[src/rtl/edf_irq_sched.sv]
// Earliest-deadline-first interrupt scheduler: stamps enabled rising edges with
// mtime + relative deadline and sweeps one line per cycle to present the earliest.
module edf_irq_sched #(
    parameter  int NrParIrqs = 4,
    localparam int IdWidth   = $clog2(NrParIrqs)
) (
    input  logic                 clk_i,
    input  logic                 rst_ni,
    input  logic                 cfg_req_i,
    input  logic [31:0]          cfg_addr_i,
    input  logic [31:0]          cfg_wdata_i,
    input  logic [63:0]          mtime_i,
    input  logic [NrParIrqs-1:0] irq_i,
    input  logic                 claim_i,
    output logic                 irq_valid_o,
    output logic [IdWidth-1:0]   irq_id_o,
    output logic [63:0]          irq_deadline_o
);
    localparam logic [0:0] StIdle = 1'b0;
    localparam logic [0:0] StScan = 1'b1;
    localparam logic [IdWidth-1:0] LastIdx = IdWidth'(NrParIrqs - 1);

    logic [31:0]          reldl_q [NrParIrqs];
    logic [31:0]          reldl_d [NrParIrqs];
    logic [63:0]          absdl_q [NrParIrqs];
    logic [63:0]          absdl_d [NrParIrqs];
    logic [NrParIrqs-1:0] en_q, en_d, irq_q, pending_q, pending_d;
    logic [0:0]           state_q, state_d;
    logic [IdWidth-1:0]   idx_q, idx_d, best_id_q, best_id_d, id_q, id_d;
    logic [63:0]          best_dl_q, best_dl_d, dl_q, dl_d;
    logic                 best_vld_q, best_vld_d, valid_q, valid_d;

    logic [NrParIrqs-1:0] edge_s, capture_s, claim_clr_s, dis_clr_s;
    logic                 claim_fire_s, restart_s, drop_s, cand_s;
    logic                 m_vld_s;
    logic [IdWidth-1:0]   m_id_s;
    logic [63:0]          m_dl_s;

    // Config writes, edge capture and pending-set bookkeeping
    always_comb begin
        reldl_d      = reldl_q;
        absdl_d      = absdl_q;
        en_d         = en_q;
        claim_clr_s  = '0;
        dis_clr_s    = '0;
        claim_fire_s = claim_i & valid_q;
        edge_s       = irq_i & ~irq_q & en_q;
        if (claim_fire_s) begin
            claim_clr_s[id_q] = 1'b1;
        end else begin
            claim_clr_s = '0;
        end
        // A claimed line may be re-captured in the same cycle: the capture wins.
        capture_s = edge_s & (~pending_q | claim_clr_s);
        for (int i = 0; i < NrParIrqs; i++) begin
            if (capture_s[i]) begin
                absdl_d[i] = mtime_i + {32'h0000_0000, reldl_q[i]};
            end else begin
                absdl_d[i] = absdl_q[i];
            end
        end
        if (cfg_req_i && (cfg_addr_i == 32'h0000_0100)) begin
            en_d      = cfg_wdata_i[NrParIrqs-1:0];
            dis_clr_s = ~cfg_wdata_i[NrParIrqs-1:0];
        end else if (cfg_req_i && (cfg_addr_i[1:0] == 2'b00)
                     && (cfg_addr_i < 32'(4 * NrParIrqs))) begin
            reldl_d[cfg_addr_i[IdWidth+1:2]] = cfg_wdata_i;
        end else begin
            en_d = en_q;
        end
        pending_d = ((pending_q & ~claim_clr_s) | capture_s) & ~dis_clr_s;
        restart_s = claim_fire_s | (|(pending_q & dis_clr_s));
        drop_s    = claim_fire_s | (valid_q & dis_clr_s[id_q]);
    end

    // Sweep FSM: one candidate per cycle, publish at the last index
    always_comb begin
        state_d    = state_q;
        idx_d      = idx_q;
        best_vld_d = best_vld_q;
        best_id_d  = best_id_q;
        best_dl_d  = best_dl_q;
        valid_d    = valid_q;
        id_d       = id_q;
        dl_d       = dl_q;
        cand_s     = pending_q[idx_q] && (!best_vld_q || (absdl_q[idx_q] < best_dl_q));
        m_vld_s    = best_vld_q | cand_s;
        m_id_s     = cand_s ? idx_q : best_id_q;
        m_dl_s     = cand_s ? absdl_q[idx_q] : best_dl_q;
        if (drop_s) begin
            valid_d = 1'b0;
        end else begin
            valid_d = valid_q;
        end
        if (restart_s) begin
            state_d    = (|pending_d) ? StScan : StIdle;
            idx_d      = '0;
            best_vld_d = 1'b0;
            best_id_d  = '0;
            best_dl_d  = '0;
        end else begin
            case (state_q)
                StIdle: begin
                    if (|pending_d) begin
                        state_d    = StScan;
                        idx_d      = '0;
                        best_vld_d = 1'b0;
                        best_id_d  = '0;
                        best_dl_d  = '0;
                    end else begin
                        state_d = StIdle;
                    end
                end
                StScan: begin
                    if (idx_q == LastIdx) begin
                        valid_d = m_vld_s;
                        if (m_vld_s) begin
                            id_d = m_id_s;
                            dl_d = m_dl_s;
                        end else begin
                            id_d = id_q;
                        end
                        state_d    = (|pending_d) ? StScan : StIdle;
                        idx_d      = '0;
                        best_vld_d = 1'b0;
                        best_id_d  = '0;
                        best_dl_d  = '0;
                    end else begin
                        idx_d      = idx_q + IdWidth'(1);
                        best_vld_d = m_vld_s;
                        best_id_d  = m_id_s;
                        best_dl_d  = m_dl_s;
                    end
                end
                default: begin
                    state_d = StIdle;
                    idx_d   = '0;
                end
            endcase
        end
    end

    // State registers
    always_ff @(posedge clk_i or negedge rst_ni) begin
        if (!rst_ni) begin
            for (int i = 0; i < NrParIrqs; i++) begin
                reldl_q[i] <= '0;
                absdl_q[i] <= '0;
            end
            en_q       <= '0;
            irq_q      <= '0;
            pending_q  <= '0;
            state_q    <= StIdle;
            idx_q      <= '0;
            best_vld_q <= 1'b0;
            best_id_q  <= '0;
            best_dl_q  <= '0;
            valid_q    <= 1'b0;
            id_q       <= '0;
            dl_q       <= '0;
        end else begin
            reldl_q    <= reldl_d;
            absdl_q    <= absdl_d;
            en_q       <= en_d;
            irq_q      <= irq_i;
            pending_q  <= pending_d;
            state_q    <= state_d;
            idx_q      <= idx_d;
            best_vld_q <= best_vld_d;
            best_id_q  <= best_id_d;
            best_dl_q  <= best_dl_d;
            valid_q    <= valid_d;
            id_q       <= id_d;
            dl_q       <= dl_d;
        end
    end

    assign irq_valid_o    = valid_q;
    assign irq_id_o       = id_q;
    assign irq_deadline_o = dl_q;
endmodule

[config.mk]
export PLATFORM = sky130hd
export DESIGN_NAME = edf_irq_sched
export DESIGN_NICKNAME = d
export VERILOG_FILES = /design/src/rtl/edf_irq_sched.sv
export SDC_FILE = /design/constraint.sdc
export NUM_CORES = 1
export LEC_CHECK = 0
export CAP_MARGIN = 20
export CELL_PAD_IN_SITES_DETAIL_PLACEMENT = 0
export CELL_PAD_IN_SITES_GLOBAL_PLACEMENT = 1
export CORE_MARGIN = 3
export CORE_UTILIZATION = 48
export DETAILED_ROUTE_END_ITERATION = 8
export HOLD_SLACK_MARGIN = 0.05
export MAX_ROUTING_LAYER = met4
export PLACE_DENSITY_LB_ADDON = 0.1
export SKIP_LAST_GASP = 1
export SYNTH_ARGS = -nofsm -noshare
export SYNTH_HDL_FRONTEND = slang
export SYNTH_SLANG_ARGS = --single-unit
export TNS_END_PERCENT = 10
[constraint.sdc]
create_clock -name clk_i -period 5.7 [get_ports clk_i]
set_input_delay 1.425 -clock clk_i [delete_from_list [all_inputs] [get_ports clk_i]]
set_output_delay 1.425 -clock clk_i [all_outputs]
set_load 0.005 [all_outputs]
==> results of run 1 <==
==> final cells by class <==
class / count / area (um2) / area share, %
Clock buffer: 84 / 1794 / 4.624
Clock inverter: 29 / 415.4 / 1.071
Inverter: 139 / 521.8 / 1.345
Multi-Input combinational cell: 2553 / 18500 / 47.68
Sequential cell: 533 / 13340 / 34.39
Tap cell: 921 / 1152 / 2.970
Timing Repair Buffer: 315 / 3075 / 7.926
==> cells by family after synthesis <==
| group | after synthesis | synth area share [%] |
|---|---|---|
| AOI/OAI and AO/OA | 1058 | 20.75 |
| and+or+nand+nor | 909 | 13.01 |
| DFF | 533 | 40.20 |
| buffers and inverters | 358 | 4.299 |
| muxes | 265 | 10.95 |
| adders and majority gates | 196 | 7.482 |
| xor gates and xnor gates | 125 | 3.300 |
==> routing by layer <==
| layer | wire [um] | GRT usage, % | vias to the layer above |
|---|---|---|---|
| met5 | 0 | - | - |
| met4 | 5301 | 13.40 | 0 |
| met3 | 6578 | 3.778 | 261 |
| met2 | 52640 | 50.49 | 1087 |
| met1 | 48520 | 42.01 | 14120 |
| li1 | - | - | 13010 |
==> worst min path at each step <==
stage,from,endpoint,slack [ps],cells after the start
6_report,absdl_q[249],absdl_q[249],470,2
5_1_grt,absdl_q[80],absdl_q[80],500,2
4_1_cts,absdl_q[249],absdl_q[249],470,2
3_5_place_dp,absdl_q[249],absdl_q[249],460,2
3_3_place_gp,absdl_q[146],absdl_q[146],450,2
2_1_floorplan,absdl_q[101],absdl_q[101],430,2
==> through the flow <==
| step | instances | cell area (um2) | hold slack, ps |
|---|---|---|---|
| 3_3_place_gp | 4460 | 36570 | 446.6 |
| 4_1_cts | 4574 | 38800 | 474.5 |
| 2_1_floorplan | 3444 | 33180 | 433.4 |
| 3_5_place_dp | 4461 | 36590 | 460.6 |
| 5_1_grt | 4574 | 38800 | 497.7 |
| 6_report | 4574 | 38800 | 471.0 |
==> state kept, by name (all words and copies together), names as in the netlist <==
signal          flops
absdl_q           256
best_dl_q          64
best_id_q           2
best_vld_q          1
en_q                4
idx_q               2
irq_deadline_o     64
irq_id_o            2
irq_q               4
irq_valid_o         1
pending_q           4
reldl_q           128
state_q             1
==> where the power goes <==
part | internal, W | leakage, nW | total, W | switching (W)
combinational | 0.000190 | 9.07 | 0.000536 | 0.000347
sequential | 0.00379 | 7.44 | 0.00379 | 0.000000520
clock | 0.00264 | 1.10 | 0.00432 | 0.00168
==> worst max-delay path, cell delays in order <==
cell	delay, ps
clkdlybuf4s50_1	550
ha_1	250
inv_1	70
fa_1	450
nor2b_4	140
o31a_1	180
o41ai_2	110
o41ai_2	660
a2111oi_4	180
o21ai_2	550
a2111oi_4	150
buf_4	210
buf_4	180
or4_1	480
nand3_1	100
==> cells in the final DEF (no fill, tap or decap), types with 83 or more instances in the layout <==
cell type / n
dfrtp_1: 531
a21oi_1: 334
nand2_1: 321
nor2_1: 220
clkdlybuf4s50_1: 201
ha_1: 192
o21ai_0: 176
inv_1: 135
mux2_2: 125
buf_4: 97
a21o_1: 90
a311oi_1: 83
==> summary.md, run 1 <==
| Metric | Value |
|---|---|
| Hold crit path type | flop to flop |
| Setup TNS | 0 ps |
| Die H | ~270 um |
| Reg2reg end | irq_deadline_o[21] |
| CTS tree | done |
| Hold_buf cts | 0 |
| Hpwl dp | between 80 and 90 mm |
| Setup crit end | absdl_q[254] |
| R2R cell count | 15 |
| Initial drt markers | about 2800 |
| Static leakage | between 15 and 20 nW |
| Vias in the first global route | 28050 |
| Drt first pass iters | 5 |
| Final worst-path cycle share | 89.88% |
| Sequential area share after synthesis | around 40% |
| Required time of the worst setup path | 6270 ps |
| Total number of yosys warnings | 0 |
| DRC Markers | 0 |
| I/O pins | 203 |
| Netlist Area Pre-Place | 33180 um2 |
| Post-CTS Setup Inserts | 0 |
| Post-Syn Nets | 3776 |
| Tmin final | 5123 ps |
| Total Routed Length | 113.0 mm |
| Status | complete, no violations |
| Row cnt | 95 |
| Max-slew headroom | 22.69% |
| Final clock skew | around 24 ps |
| Slew @ Worst Pin | 1160 ps |
| R2R Path Start | idx_q[0] |
| R2R setup slack | 730 ps |
| Most frequent cells after synthesis | 533 x dfrtp_1, 334 x a21oi_1, 322 x nand2_1 |
| Post-layout power | 0.008645 W |
| Final net count | about 4000 |
| Leading area contributor after synthesis | dfrtp_1 |
| Setup crit start | mtime_i[0] |
| Crit. End Element | flop |
| Clock root cell | clkbuf_16 |
| Initial antenna violation count | 1 |
| # fillers | 5924 |
| Post-cts resize count | 0 |
| Count of input and output buffers | 202 |
| Most frequent cell after synthesis | dfrtp_1 |
| Syn_area_per_cell | 9.634 um2 |
| Hold Vio Cnt, Final | 0 |
| Initial Util | around half |
| Ys flop type | dfrtp_1 |
| Setup CP Type | primary input to flop |
| Die area | between 70000 and 80000 um2 |
| H-tree level count | 2 |
| Maximum VDD drop | 0.2237 mV |
| Drt via density | 6.227 |
| Crit-path max FO | 12 |
| Largest net degree at the start of global routing | 112 |
| Die Wd | 268.9 um |
| # diodes | 0 |
| Core ar. | just under 70000 um2 |
| Final design utilization | 57.17% |
| Worst-skew pair later-pin latency | 640 ps |
| Critical Path AT | between 5000 and 6000 ps |
| Sink Count | ~530 |
| Final Max Slew Viols | 0 |
| Max Cap Violations | 0 |
| Max Root-Sink Buffers | 3 |
| Global-route wire length before repair | 171.1 mm |
| Ys async rst share | between 90% and 100% |
| Final setup margin | 577.1 ps |
| Fraction of layout cells with a size suffix above 1 | 12.57% |
| RSZ-0062 raised after global routing | false |
| RePlAce Congestion | 0.9526 |
| Synth unique cells | 83 |
| Critical path startpoint category | primary input |
| Synth top area share | 40.20% |
| Worst-path clk slew | 60 ps |
| Synthesized instance count | 3444 |
| Antenna viol nets, final | 0 |
| TritonCTS buffer count | 61 |
| Total track usage | about a third |
| DP Worst Slack | -28.70 ps |
| PwrDens | 222.8 nW/um2 |
| #FFs+latches synth | between 500 and 600 |
| Vias | 28480 |
| Synth area leaders | dfrtp_1 40%, ha_1 7.2%, a21oi_1 5.0% |
| Number of synthesized flops with an enable pin | 0 |
| Max frequency | 195.2 MHz |
| Avg WL per Cell | ~25 um |
| Final Setup Violations | 0 |
| Overflow after GRT | 0 |
| Area growth syn-to-layout | 16.94% |
(Power assumes the default switching activity.)
==> run 2, diff against run 1 <==
- HOLD_SLACK_MARGIN: 0.05 -> default
==> results of run 2 <==
Same layout as run 1: the final DEF is identical, and so are final timing and power.
